===== src/rtl/id_ex_stage_pipe_pkg.sv =====
// ---------------------------------------------------------------------------
// pipe_pkg
// Shared definitions for the ID->EX pipeline stage register:
//   - default widths of control, register-specifier and data fields
//   - bit positions of the individual control signals inside the ctrl word
//   - occupancy encoding of the two-entry (main + skid) stage
// ---------------------------------------------------------------------------
package pipe_pkg;

    localparam int CTRL_W = 9;
    localparam int DATA_W = 32;
    localparam int REG_W  = 5;

    // Control word bit positions
    localparam int CTRL_REGDST   = 0;
    localparam int CTRL_ALUSRC   = 1;
    localparam int CTRL_MEMTOREG = 2;
    localparam int CTRL_REGWRITE = 3;
    localparam int CTRL_MEMREAD  = 4;
    localparam int CTRL_MEMWRITE = 5;
    localparam int CTRL_BRANCH   = 6;
    localparam int CTRL_ALUOP_LO = 7;
    localparam int CTRL_ALUOP_HI = 8;

    // Occupancy of the stage, encoded as {skid_v, main_v}.
    // {1,0} cannot occur: the skid entry is only ever filled behind main.
    typedef enum logic [1:0] {
        OCC_EMPTY = 2'b00,
        OCC_ONE   = 2'b01,
        OCC_FULL  = 2'b11
    } occ_e;

    function automatic occ_e occ_of(input logic main_v, input logic skid_v);
        return occ_e'({skid_v, main_v});
    endfunction

endpackage


===== src/rtl/id_ex_stage_pipe_if.sv =====
// ---------------------------------------------------------------------------
// id_ex_stage_pipe_if
// Valid/ready beat bus carrying one decoded instruction.
//   valid  : producer offers a beat
//   ready  : consumer accepts the beat this cycle
//   ctrl   : control bits (see pipe_pkg CTRL_* positions)
//   regs   : N_REG register specifiers, word k at [k*REG_W +: REG_W]
//   data   : N_DATA data words, word k at [k*DATA_W +: DATA_W]
// master = producer side, slave = consumer side.
// ---------------------------------------------------------------------------
interface id_ex_stage_pipe_if #(
    parameter int CTRL_W = pipe_pkg::CTRL_W,
    parameter int DATA_W = pipe_pkg::DATA_W,
    parameter int N_DATA = 4,
    parameter int REG_W  = pipe_pkg::REG_W,
    parameter int N_REG  = 2
);
    logic                     valid;
    logic                     ready;
    logic [CTRL_W-1:0]        ctrl;
    logic [N_REG*REG_W-1:0]   regs;
    logic [N_DATA*DATA_W-1:0] data;

    modport master (output valid, output ctrl, output regs, output data, input  ready);
    modport slave  (input  valid, input  ctrl, input  regs, input  data, output ready);
endinterface


===== src/rtl/id_ex_stage_pipe_slot.sv =====
// ---------------------------------------------------------------------------
// pipe_slot
// One storage entry of the ID->EX stage: valid bit plus ctrl/regs/data.
//   clk, rst_n : clock, asynchronous active-low reset (clears everything)
//   i_flush    : clear valid and ctrl; regs/data keep their old contents
//   i_load     : capture i_ctrl/i_regs/i_data and set valid
//   i_clear    : clear valid only
//   o_valid, o_ctrl, o_regs, o_data : stored entry
// Priority: flush > load > clear.
// ---------------------------------------------------------------------------
module pipe_slot #(
    parameter int CTRL_W = pipe_pkg::CTRL_W,
    parameter int DATA_W = pipe_pkg::DATA_W,
    parameter int N_DATA = 4,
    parameter int REG_W  = pipe_pkg::REG_W,
    parameter int N_REG  = 2
) (
    input  logic                     clk,
    input  logic                     rst_n,
    input  logic                     i_flush,
    input  logic                     i_load,
    input  logic                     i_clear,
    input  logic [CTRL_W-1:0]        i_ctrl,
    input  logic [N_REG*REG_W-1:0]   i_regs,
    input  logic [N_DATA*DATA_W-1:0] i_data,
    output logic                     o_valid,
    output logic [CTRL_W-1:0]        o_ctrl,
    output logic [N_REG*REG_W-1:0]   o_regs,
    output logic [N_DATA*DATA_W-1:0] o_data
);
    logic                   r_valid;
    logic [CTRL_W-1:0]      r_ctrl;
    logic [N_REG*REG_W-1:0] r_regs;

    always_ff @(posedge clk or negedge rst_n) begin
        if (!rst_n) begin
            r_valid <= 1'b0;
            r_ctrl  <= '0;
            r_regs  <= '0;
        end else if (i_flush) begin
            // ctrl is zeroed as well, so a squashed entry can never carry
            // live write/branch enables even if valid were misread.
            r_valid <= 1'b0;
            r_ctrl  <= '0;
        end else if (i_load) begin
            r_valid <= 1'b1;
            r_ctrl  <= i_ctrl;
            r_regs  <= i_regs;
        end else if (i_clear) begin
            r_valid <= 1'b0;
        end
    end

    // Data words are pure transport; each word gets its own register.
    genvar gi;
    generate
        for (gi = 0; gi < N_DATA; gi++) begin : g_word
            logic [DATA_W-1:0] r_word;
            always_ff @(posedge clk or negedge rst_n) begin
                if (!rst_n) begin
                    r_word <= '0;
                end else if (!i_flush && i_load) begin
                    r_word <= i_data[gi*DATA_W +: DATA_W];
                end
            end
            assign o_data[gi*DATA_W +: DATA_W] = r_word;
        end
    endgenerate

    assign o_valid = r_valid;
    assign o_ctrl  = r_ctrl;
    assign o_regs  = r_regs;
endmodule


===== src/rtl/id_ex_stage_pipe.sv =====
// ---------------------------------------------------------------------------
// id_ex_stage_pipe
// ID->EX pipeline register with valid/ready handshake, stall back-pressure,
// flush-to-bubble and an optional one-entry skid buffer.
//   clk     : rising-edge clock
//   rst_n   : asynchronous active-low reset, empties the stage
//   flush   : synchronous squash of held beats and of the beat offered now
//   in_bus  : slave side, beats from ID (valid/ready/ctrl/regs/data)
//   out_bus : master side, beats to EX; ctrl forced to 0 when not valid
// SKID=1: two registered entries, in_ready = ~skid_v (no path from
//         out_ready to in_ready).
// SKID=0: one entry, in_ready = ~main_v | out_ready.
// ---------------------------------------------------------------------------
module id_ex_stage_pipe #(
    parameter int CTRL_W = pipe_pkg::CTRL_W,
    parameter int DATA_W = pipe_pkg::DATA_W,
    parameter int N_DATA = 4,
    parameter int REG_W  = pipe_pkg::REG_W,
    parameter int N_REG  = 2,
    parameter int SKID   = 1
) (
    input  logic                 clk,
    input  logic                 rst_n,
    input  logic                 flush,
    id_ex_stage_pipe_if.slave    in_bus,
    id_ex_stage_pipe_if.master   out_bus
);
    import pipe_pkg::*;

    logic                     w_in_fire;
    logic                     w_out_fire;
    occ_e                     w_occ;

    logic                     w_main_v;
    logic [CTRL_W-1:0]        w_main_ctrl;
    logic [N_REG*REG_W-1:0]   w_main_regs;
    logic [N_DATA*DATA_W-1:0] w_main_data;

    logic                     w_skid_v;
    logic [CTRL_W-1:0]        w_skid_ctrl;
    logic [N_REG*REG_W-1:0]   w_skid_regs;
    logic [N_DATA*DATA_W-1:0] w_skid_data;

    logic                     w_main_load;
    logic                     w_main_from_skid;
    logic                     w_main_clear;
    logic                     w_skid_load;
    logic                     w_skid_clear;

    // A beat offered during flush is dropped even when in_ready is high.
    assign w_in_fire  = in_bus.valid & in_bus.ready & ~flush;
    assign w_out_fire = w_main_v & out_bus.ready;
    assign w_occ      = occ_of(w_main_v, w_skid_v);

    // Occupancy transitions. With SKID=0 the FULL state is unreachable and
    // ONE + in_fire always implies out_fire, so the skid controls stay idle.
    always_comb begin
        w_main_load      = 1'b0;
        w_main_from_skid = 1'b0;
        w_main_clear     = 1'b0;
        w_skid_load      = 1'b0;
        w_skid_clear     = 1'b0;
        unique case (w_occ)
            OCC_EMPTY: begin
                w_main_load = w_in_fire;
            end
            OCC_ONE: begin
                if (w_out_fire) begin
                    if (w_in_fire) begin
                        w_main_load = 1'b1;
                    end else begin
                        w_main_clear = 1'b1;
                    end
                end else if (w_in_fire) begin
                    w_skid_load = 1'b1;
                end
            end
            OCC_FULL: begin
                if (w_out_fire) begin
                    w_main_load      = 1'b1;
                    w_main_from_skid = 1'b1;
                    w_skid_clear     = 1'b1;
                end
            end
            default: ;
        endcase
    end

    pipe_slot #(
        .CTRL_W (CTRL_W),
        .DATA_W (DATA_W),
        .N_DATA (N_DATA),
        .REG_W  (REG_W),
        .N_REG  (N_REG)
    ) u_main (
        .clk     (clk),
        .rst_n   (rst_n),
        .i_flush (flush),
        .i_load  (w_main_load),
        .i_clear (w_main_clear),
        .i_ctrl  (w_main_from_skid ? w_skid_ctrl : in_bus.ctrl),
        .i_regs  (w_main_from_skid ? w_skid_regs : in_bus.regs),
        .i_data  (w_main_from_skid ? w_skid_data : in_bus.data),
        .o_valid (w_main_v),
        .o_ctrl  (w_main_ctrl),
        .o_regs  (w_main_regs),
        .o_data  (w_main_data)
    );

    generate
        if (SKID != 0) begin : g_skid
            pipe_slot #(
                .CTRL_W (CTRL_W),
                .DATA_W (DATA_W),
                .N_DATA (N_DATA),
                .REG_W  (REG_W),
                .N_REG  (N_REG)
            ) u_skid (
                .clk     (clk),
                .rst_n   (rst_n),
                .i_flush (flush),
                .i_load  (w_skid_load),
                .i_clear (w_skid_clear),
                .i_ctrl  (in_bus.ctrl),
                .i_regs  (in_bus.regs),
                .i_data  (in_bus.data),
                .o_valid (w_skid_v),
                .o_ctrl  (w_skid_ctrl),
                .o_regs  (w_skid_regs),
                .o_data  (w_skid_data)
            );
            assign in_bus.ready = ~w_skid_v;
        end else begin : g_no_skid
            assign w_skid_v     = 1'b0;
            assign w_skid_ctrl  = '0;
            assign w_skid_regs  = '0;
            assign w_skid_data  = '0;
            assign in_bus.ready = ~w_main_v | out_bus.ready;
        end
    endgenerate

    // Bubbles never present live control bits to EX.
    assign out_bus.valid = w_main_v;
    assign out_bus.ctrl  = w_main_v ? w_main_ctrl : '0;
    assign out_bus.regs  = w_main_regs;
    assign out_bus.data  = w_main_data;
endmodule

===== src/flat_wrapper.sv =====
// flat-port wrapper written by rule: the top's interface ports become plain ports
module id_ex_stage_pipe_flat import pipe_pkg::*;
#(
    parameter int CTRL_W = pipe_pkg::CTRL_W,
    parameter int DATA_W = pipe_pkg::DATA_W,
    parameter int N_DATA = 4,
    parameter int REG_W  = pipe_pkg::REG_W,
    parameter int N_REG  = 2,
    parameter int SKID   = 1
)
  (clk, rst_n, flush, in_bus_valid, in_bus_ctrl, in_bus_regs, in_bus_data, in_bus_ready, out_bus_valid, out_bus_ctrl, out_bus_regs, out_bus_data, out_bus_ready);
  id_ex_stage_pipe_if #(.CTRL_W(CTRL_W), .DATA_W(DATA_W), .N_DATA(N_DATA), .REG_W(REG_W), .N_REG(N_REG)) in_bus_i ();
  id_ex_stage_pipe_if #(.CTRL_W(CTRL_W), .DATA_W(DATA_W), .N_DATA(N_DATA), .REG_W(REG_W), .N_REG(N_REG)) out_bus_i ();
  input  logic clk;
  input  logic rst_n;
  input  logic flush;
  input wire logic [$bits(in_bus_i.valid)-1:0] in_bus_valid;
  input wire logic [$bits(in_bus_i.ctrl)-1:0] in_bus_ctrl;
  input wire logic [$bits(in_bus_i.regs)-1:0] in_bus_regs;
  input wire logic [$bits(in_bus_i.data)-1:0] in_bus_data;
  output wire logic [$bits(in_bus_i.ready)-1:0] in_bus_ready;
  output wire logic [$bits(out_bus_i.valid)-1:0] out_bus_valid;
  output wire logic [$bits(out_bus_i.ctrl)-1:0] out_bus_ctrl;
  output wire logic [$bits(out_bus_i.regs)-1:0] out_bus_regs;
  output wire logic [$bits(out_bus_i.data)-1:0] out_bus_data;
  input wire logic [$bits(out_bus_i.ready)-1:0] out_bus_ready;
  assign in_bus_i.valid = in_bus_valid;
  assign in_bus_i.ctrl = in_bus_ctrl;
  assign in_bus_i.regs = in_bus_regs;
  assign in_bus_i.data = in_bus_data;
  assign in_bus_ready = in_bus_i.ready;
  assign out_bus_valid = out_bus_i.valid;
  assign out_bus_ctrl = out_bus_i.ctrl;
  assign out_bus_regs = out_bus_i.regs;
  assign out_bus_data = out_bus_i.data;
  assign out_bus_i.ready = out_bus_ready;
  id_ex_stage_pipe #(.CTRL_W(CTRL_W), .DATA_W(DATA_W), .N_DATA(N_DATA), .REG_W(REG_W), .N_REG(N_REG), .SKID(SKID)) u_core (.clk(clk), .rst_n(rst_n), .flush(flush), .in_bus(in_bus_i), .out_bus(out_bus_i));
endmodule

===== config.mk =====
export PLATFORM = sky130hd
export DESIGN_NAME = id_ex_stage_pipe_flat
export DESIGN_NICKNAME = d
export VERILOG_FILES = /design/src/rtl/id_ex_stage_pipe_pkg.sv /design/src/rtl/id_ex_stage_pipe_if.sv /design/src/rtl/id_ex_stage_pipe_slot.sv /design/src/rtl/id_ex_stage_pipe.sv /design/src/flat_wrapper.sv
export SDC_FILE = /design/constraint.sdc
export NUM_CORES = 1
export LEC_CHECK = 0
export CORE_UTILIZATION = 55
export CTS_BUF_LIST = sky130_fd_sc_hd__clkbuf_8
export DETAILED_ROUTE_END_ITERATION = 6
export DONT_BUFFER_PORTS = 1
export PLACE_DENSITY = 0.76
export SLEW_MARGIN = 20
export SYNTH_ARGS = -nofsm -noshare
export SYNTH_HDL_FRONTEND = slang
export SYNTH_SLANG_ARGS = --single-unit

===== constraint.sdc =====
create_clock -name clk -period 4.5 [get_ports clk]
set_input_delay 0.9 -clock clk [delete_from_list [all_inputs] [get_ports clk]]
set_output_delay 0.9 -clock clk [all_outputs]
set_load 0.01 [all_outputs]

==> run_results.csv, run 1 <==
group,metric,value,unit
clocking,cts_resized,0,
sta,setup_viol,0,
finish,nets,1410,
synthesis,synth_edf_count,0,
finish,layout-drive-gt1-share,9.42,%
synthesis,syn_nets,1430,
sta,hold_violations,0,
finish,multi_input_area,4720,µm²
sta,slew_headroom,39.2,%
die,die_w,154,µm
global_route,overflow,0,
global_route,grt.total_usage,23.2,%
synthesis,synth_area_leader_cell,"dfrtp_1",
clocking,cts_hold_buf,0,
global_route,antenna_found_initial,0,
synthesis,synth.avg_cell_area,9.95,µm²
placed_design,place_inst,1492,
sta,fin_hold_ws,49.8,ps
power,peakVddDrop,0.000330,V
global_route,grt_util_met1,29.3,%
clocking,clock_path_buffers,3,
worst_setup_path,arrival,3030,ps
global_route,busiest_layer,"met2",
synthesis,synth_top_cell_area_share,58.2,%
synthesis,synth_area,12700,µm²
finish,final_core_util,60.2,%
detailed_routing,drc,0,
finish,syn_to_final_growth,7.15,%
finish,finalNonFillerCells,1580,
detailed_routing,wirelength,27.5,mm
outcome,outcome,"finished, final reports clean",
clocking,h-tree-depth,2,
worst_setup_path,cp-startpoint,"u_core.u_main.o_valid",
clocking,root_buffer,"clkbuf_8",
die,die_area,23700,µm²
synthesis,synth_cell_types,23,
sta,worst_pin_slew,912,ps
finish,fill_cells,1831,
power,power_leakage,0.00747,µW
detailed_routing,drt_pass1_iterations,5,
synthesis,yosys-top-cells-area,"dfrtp_1 58%, nand2_1 13%, mux2i_1 12%",
worst_setup_path,cp-end-kind,"register",
synthesis,synthFlopType,"dfrtp_1",
placed_design,place.gp.congestion,0.761,
global_route,grt_pass1_wl,44.2,mm
flow_run,drv_cap,0,
die,io_pins,301,
detailed_routing,wl_per_cell,17.4,µm
clocking,numCtsBuffers,49,
hold_path,hp-class,"in -> async",
worst_setup_path,critPathKind,"reg -> reg",
clocking,post_cts_buffers,0,
detailed_routing,viasPerCell,5.42,
synthesis,synth-warning-count,0,
die,fp.dieH,154,µm
sta,max_freq,389,MHz
sta,finalClockSkew,14.0,ps
sta,fin_crit,2570,ps
detailed_routing,drt_iter0_markers,606,
synthesis,synth.most_common_cell,"nand2_1",
clocking,clock_sinks,296,
detailed_routing,vias,8564,
die,initial_core_util,56.2,%
worst_setup_path,cp_max_fo,63,
finish,antenna_cells,0,
detailed_routing,detail-route-antenna-nets,0,
sta,period_share,57.2,%
sta,rsz0062_at_grt,"no",
synthesis,synth_common_cells,"435 x nand2_1, 296 x dfrtp_1, 147 x mux2i_1",
worst_setup_path,r2r-start,"u_core.u_main.o_valid",
sta,final_max_slew_viol_count,0,
global_route,met3_usage,8.79,%
global_route,grt_max_degree,297,
clocking,cts_tree,"done",
clocking,clk_latency,550,ps
power,p_per_area,502,nW/µm²
synthesis,yosysSeqAreaShare,58.2,%
synthesis,ys_ff_latch,296,
finish,register_area,7410,µm²
worst_setup_path,crit_path_start_kind,"register",
clocking,clk_pin_slew,60,ps
placed_design,io_buffers,0,
die,core,22600,µm²
worst_setup_path,required,4960,ps
synthesis,netlist_instances,1278,
placed_design,place_hpwl,16.9,mm
global_route,grt_pass1_vias,8428,
sta,setup_tns,0,ps
synthesis,synthArstFlopShare,100,%
global_route,grt_use_met2,35.2,%
die,placementRows,55,
==> cell families after synthesis <==
logic type	Yosys count	share of synthesized area, %
flops	296	58.2
compound gates	152	7.21
simple gates	598	18.1
mux	147	11.6
buf+inv	85	4.90
==> power by group <==
group	internal, µW	switching, µW	total, µW
Clock	1310	1040	2350
Combinational	322	402	725
Sequential	3240	516	3760
==> metal layers <==
layer	share of wire, %	vias to the layer above
li1	-	4114
met1	41	4077
met2	46	305
met3	9.3	68
met4	4.0	0
met5	0	-
==> cell usage in the layout (no fill, tap or decap), drive strengths merged, types with 9 or more instances in the layout <==
| master | count |
|---|---|
| a21oi | 140 |
| clkbuf | 63 |
| clkinv | 11 |
| buf | 11 |
| nor2 | 140 |
| nand2 | 436 |
| inv | 16 |
| mux2i | 147 |
| and2 | 11 |
| nand3 | 9 |
| dfrtp | 296 |
| o2bb2ai | 9 |
==> worst max-delay path, cell delays in order (launching register included) <==
cell and delay [ps]:
dfrtp_1 740, and2_4 320, o221a_4 700, buf_4 450, nor2_1 70, a21oi_1 150
==> cell type report <==
type | count | share of cell area (%)
Sequential cell | 296 | 54.3
Multi-Input combinational cell | 897 | 34.6
Clock buffer | 63 | 6.36
Tap cell | 285 | 2.62
Clock inverter | 25 | 0.982
Timing Repair Buffer | 11 | 0.973
Inverter | 3 | 0.0826
==> worst paths after layout <==
kind / to / slack, ps / cells after the start
hold / removal: u_core.u_main.g_word[2].r_word[23] / 50 / 0
setup / recovery: u_core.u_main.g_word[0].r_word[22] / 1930 / 5
min in group clk: u_core.u_main.o_valid / 410 / 1
max in group asynchronous: u_core.u_main.o_regs[0] / 3970 / 0
hold reg to reg: u_core.g_skid.u_skid.g_word[0].r_word[17] / 470 / 2
setup reg to reg: u_core.u_main.g_word[0].r_word[22] / 1930 / 5
==> metrics by stage <==
step           worst slack, ps  total power (µW)  area [µm²]
2_1_floorplan             2560              4320       12700
3_5_place_dp              1750              4540       12600
3_3_place_gp              1800              4470       12600
5_1_grt                   1660              7220       13600
6_report                  1930              6840       13600
4_1_cts                   1830              6910       13600
==> flip-flops by register name, indices dropped and copies added, names as in the netlist <==
| signal | cells |
|---|---|
| u_core.u_main.g_word.r_word | 128 |
| u_core.u_main.o_ctrl | 9 |
| u_core.u_main.o_valid | 1 |
| u_core.g_skid.u_skid.g_word.r_word | 128 |
| u_core.g_skid.u_skid.o_regs | 10 |
| u_core.g_skid.u_skid.o_ctrl | 9 |
| u_core.u_main.o_regs | 10 |
| u_core.g_skid.u_skid.o_valid | 1 |
No activity file was read; power rests on OpenSTA's default activity.
==> run 2: changes to the inputs <==
--- a/config.mk
+++ b/config.mk
@@ -9,7 +9,7 @@
 export CTS_BUF_LIST = sky130_fd_sc_hd__clkbuf_8
 export DETAILED_ROUTE_END_ITERATION = 6
 export DONT_BUFFER_PORTS = 1
-export PLACE_DENSITY = 0.76
+export PLACE_DENSITY = 0.79
 export SLEW_MARGIN = 20
 export SYNTH_ARGS = -nofsm -noshare
 export SYNTH_HDL_FRONTEND = slang
==> constraint.sdc (replaced) <==
create_clock -name clk -period 2.22 [get_ports clk]
set_input_delay 0.444 -clock clk [delete_from_list [all_inputs] [get_ports clk]]
set_output_delay 0.444 -clock clk [all_outputs]
set_load 0.01 [all_outputs]
==> run 2 against run 1 <==
The flow now finishes with violations (negative hold slack). Final area is 11% higher. Via count is 13% higher. Non-clock buffer count is 152 higher. Utilization is 6.8 points higher. Count of clock-buffer cells in the layout is 1 lower. Cell count is 9.1% higher. Sequential power is 100% higher. Combinational power is 150% higher. Sequential share of layout area is 5.5 points lower. Critical path type is now reg -> out. Largest cell class unchanged.
==> run_results.csv, run 2 (synthesis results as in run 1) <==
group,metric,value,unit
worst_setup_path,required,1780,ps
outcome,violations,"negative hold slack",
global_route,antenna_found_initial,0,
placed_design,place.gp.congestion,0.782,
finish,antenna_cells,0,
power,p_per_area,924,nW/µm²
clocking,h-tree-depth,2,
hold_path,hp-class,"in -> async",
sta,max_freq,517,MHz
clocking,clock_sinks,296,
detailed_routing,wirelength,32.6,mm
detailed_routing,viasPerCell,5.63,
detailed_routing,vias,9705,
die,io_pins,301,
finish,design_area,15200,µm²
outcome,outcome,"finished, violations left",
finish,fill_cells,1612,
detailed_routing,drt_iter0_markers,691,
placed_design,place_inst,1498,
finish,syn_to_final_growth,19.2,%
worst_setup_path,arrival,1490,ps
clocking,clock_path_buffers,3,
finish,final_common_cell,"nand2_1",
die,core,22600,µm²
clocking,clk_latency,540,ps
worst_setup_path,critPathKind,"reg -> out",
sta,slew_headroom,29.9,%
sta,rsz0062_at_grt,"no",
die,initial_core_util,56.2,%
sta,worst_pin_slew,1050,ps
worst_setup_path,cp-end-kind,"output pin",
sta,fin_ws,288,ps
sta,fin_crit,1930,ps
sta,setup_tns,0,ps
placed_design,io_buffers,0,
placed_design,place_hpwl,17.7,mm
finish,final_cell_mix,"434 x nand2_1, 296 x dfrtp_1, 147 x mux2i_1, 146 x dlygate4sd3_1, 140 x nor2_1",
detailed_routing,detail-route-antenna-nets,0,
sta,final_max_slew_viol_count,0,
clocking,clk_pin_slew,60,ps
worst_setup_path,cp_max_fo,13,
placed_design,post_dp_cell_area,12800,µm²
flow_run,drv_cap,0,
sta,period_share,87.0,%
global_route,grt.total_usage,27.3,%
global_route,grt_pass1_wl,51.3,mm
detailed_routing,wl_per_cell,18.9,µm
die,fp.dieH,154,µm
sta,fin_hold_ws,-404,ps
placed_design,place_ws,330,ps
clocking,cts_tree,"done",
global_route,overflow,0,
detailed_routing,drt_pass1_iterations,5,
global_route,grt_max_degree,297,
clocking,numCtsBuffers,48,
detailed_routing,drc,0,
power,peakVddDrop,0.000525,V
finish,nets,1561,
power,power_leakage,0.00811,µW
die,placementRows,55,
die,die_area,23700,µm²
sta,finalClockSkew,8.52,ps
finish,reg.largest.list,"u_core.g_skid.u_skid.g_word.r_word: 128 flops, u_core.u_main.g_word.r_word: 128 flops",
clocking,root_buffer,"clkbuf_8",
clocking,cts_hold_buf,146,
finish,layout-drive-gt1-share,8.13,%
global_route,grt_pass1_vias,9933,
worst_setup_path,crit_path_start_kind,"register",
sta,setup_viol,0,
finish,finalNonFillerCells,1724,
sta,hold_violations,296,
clocking,post_cts_buffers,0,
die,die_w,154,µm
==> run 2: path summary, 6_finish.rpt <==
check | from | endpoint | slack, ps | cells after the start
max | u_core.u_main.o_valid | out_bus_ctrl[7] | 290 | 2
min | rst_n | u_core.g_skid.u_skid.g_word[2].r_word[20] | -400 | 0
max reg2reg | u_core.g_skid.u_skid.o_valid | u_core.g_skid.u_skid.g_word[0].r_word[12] | 300 | 5
min reg2reg | u_core.g_skid.u_skid.g_word[2].r_word[28] | u_core.g_skid.u_skid.g_word[2].r_word[28] | 470 | 2
max in group asynchronous | rst_n | u_core.u_main.g_word[1].r_word[18] | 1750 | 0
min in group clk | in_bus_data[64] | u_core.g_skid.u_skid.g_word[2].r_word[0] | 40 | 2
==> run 2: what timing repair did <==
item	CTS	global route
setup endpoints to repair	0	0
resized for setup	0	0
hold endpoints to repair	443	296
==> run 2: final cells by class <==
| class | instances | area (µm²) | area share, % |
|---|---|---|---|
| flip-flops and latches | 296 | 7410 | 48.9 |
| multi-input cells | 897 | 4720 | 31.1 |
| repair buffers | 163 | 1740 | 11.5 |
| clock buffers | 62 | 853 | 5.63 |
| well taps | 285 | 357 | 2.35 |
| clock inverters | 18 | 70.1 | 0.462 |
| inverters | 3 | 11.3 | 0.0743 |
==> run 2: where the power goes <==
part | switching (µW) | internal (µW) | leakage, µW
registers | 1080 | 6580 | 0.00354
clock network | 2080 | 2470 | 0.000539
logic | 944 | 839 | 0.00403
==> run 2: critical path, stage by stage (launching register included) <==
cell and delay [ps]:
dfrtp_1 400, buf_4 260, and2_1 290
==> run 2: per-layer routing <==
layer	track usage, %	wire, µm
met4	14.5	1570
met3	7.72	2580
met2	45.2	15900
met1	32.5	12600
met5	0	0
==> run 2: metrics by stage <==
step | util, % | hold slack (ps) | power (µW)
final | 67.0 | -404 | 14000
after global routing | 67.0 | -424 | 14700
after CTS | 67.0 | -445 | 14000
after detailed placement | 56.4 | 153 | 9220
after global placement | 56.4 | 153 | 9080
after floorplan | - | 148 | 8770
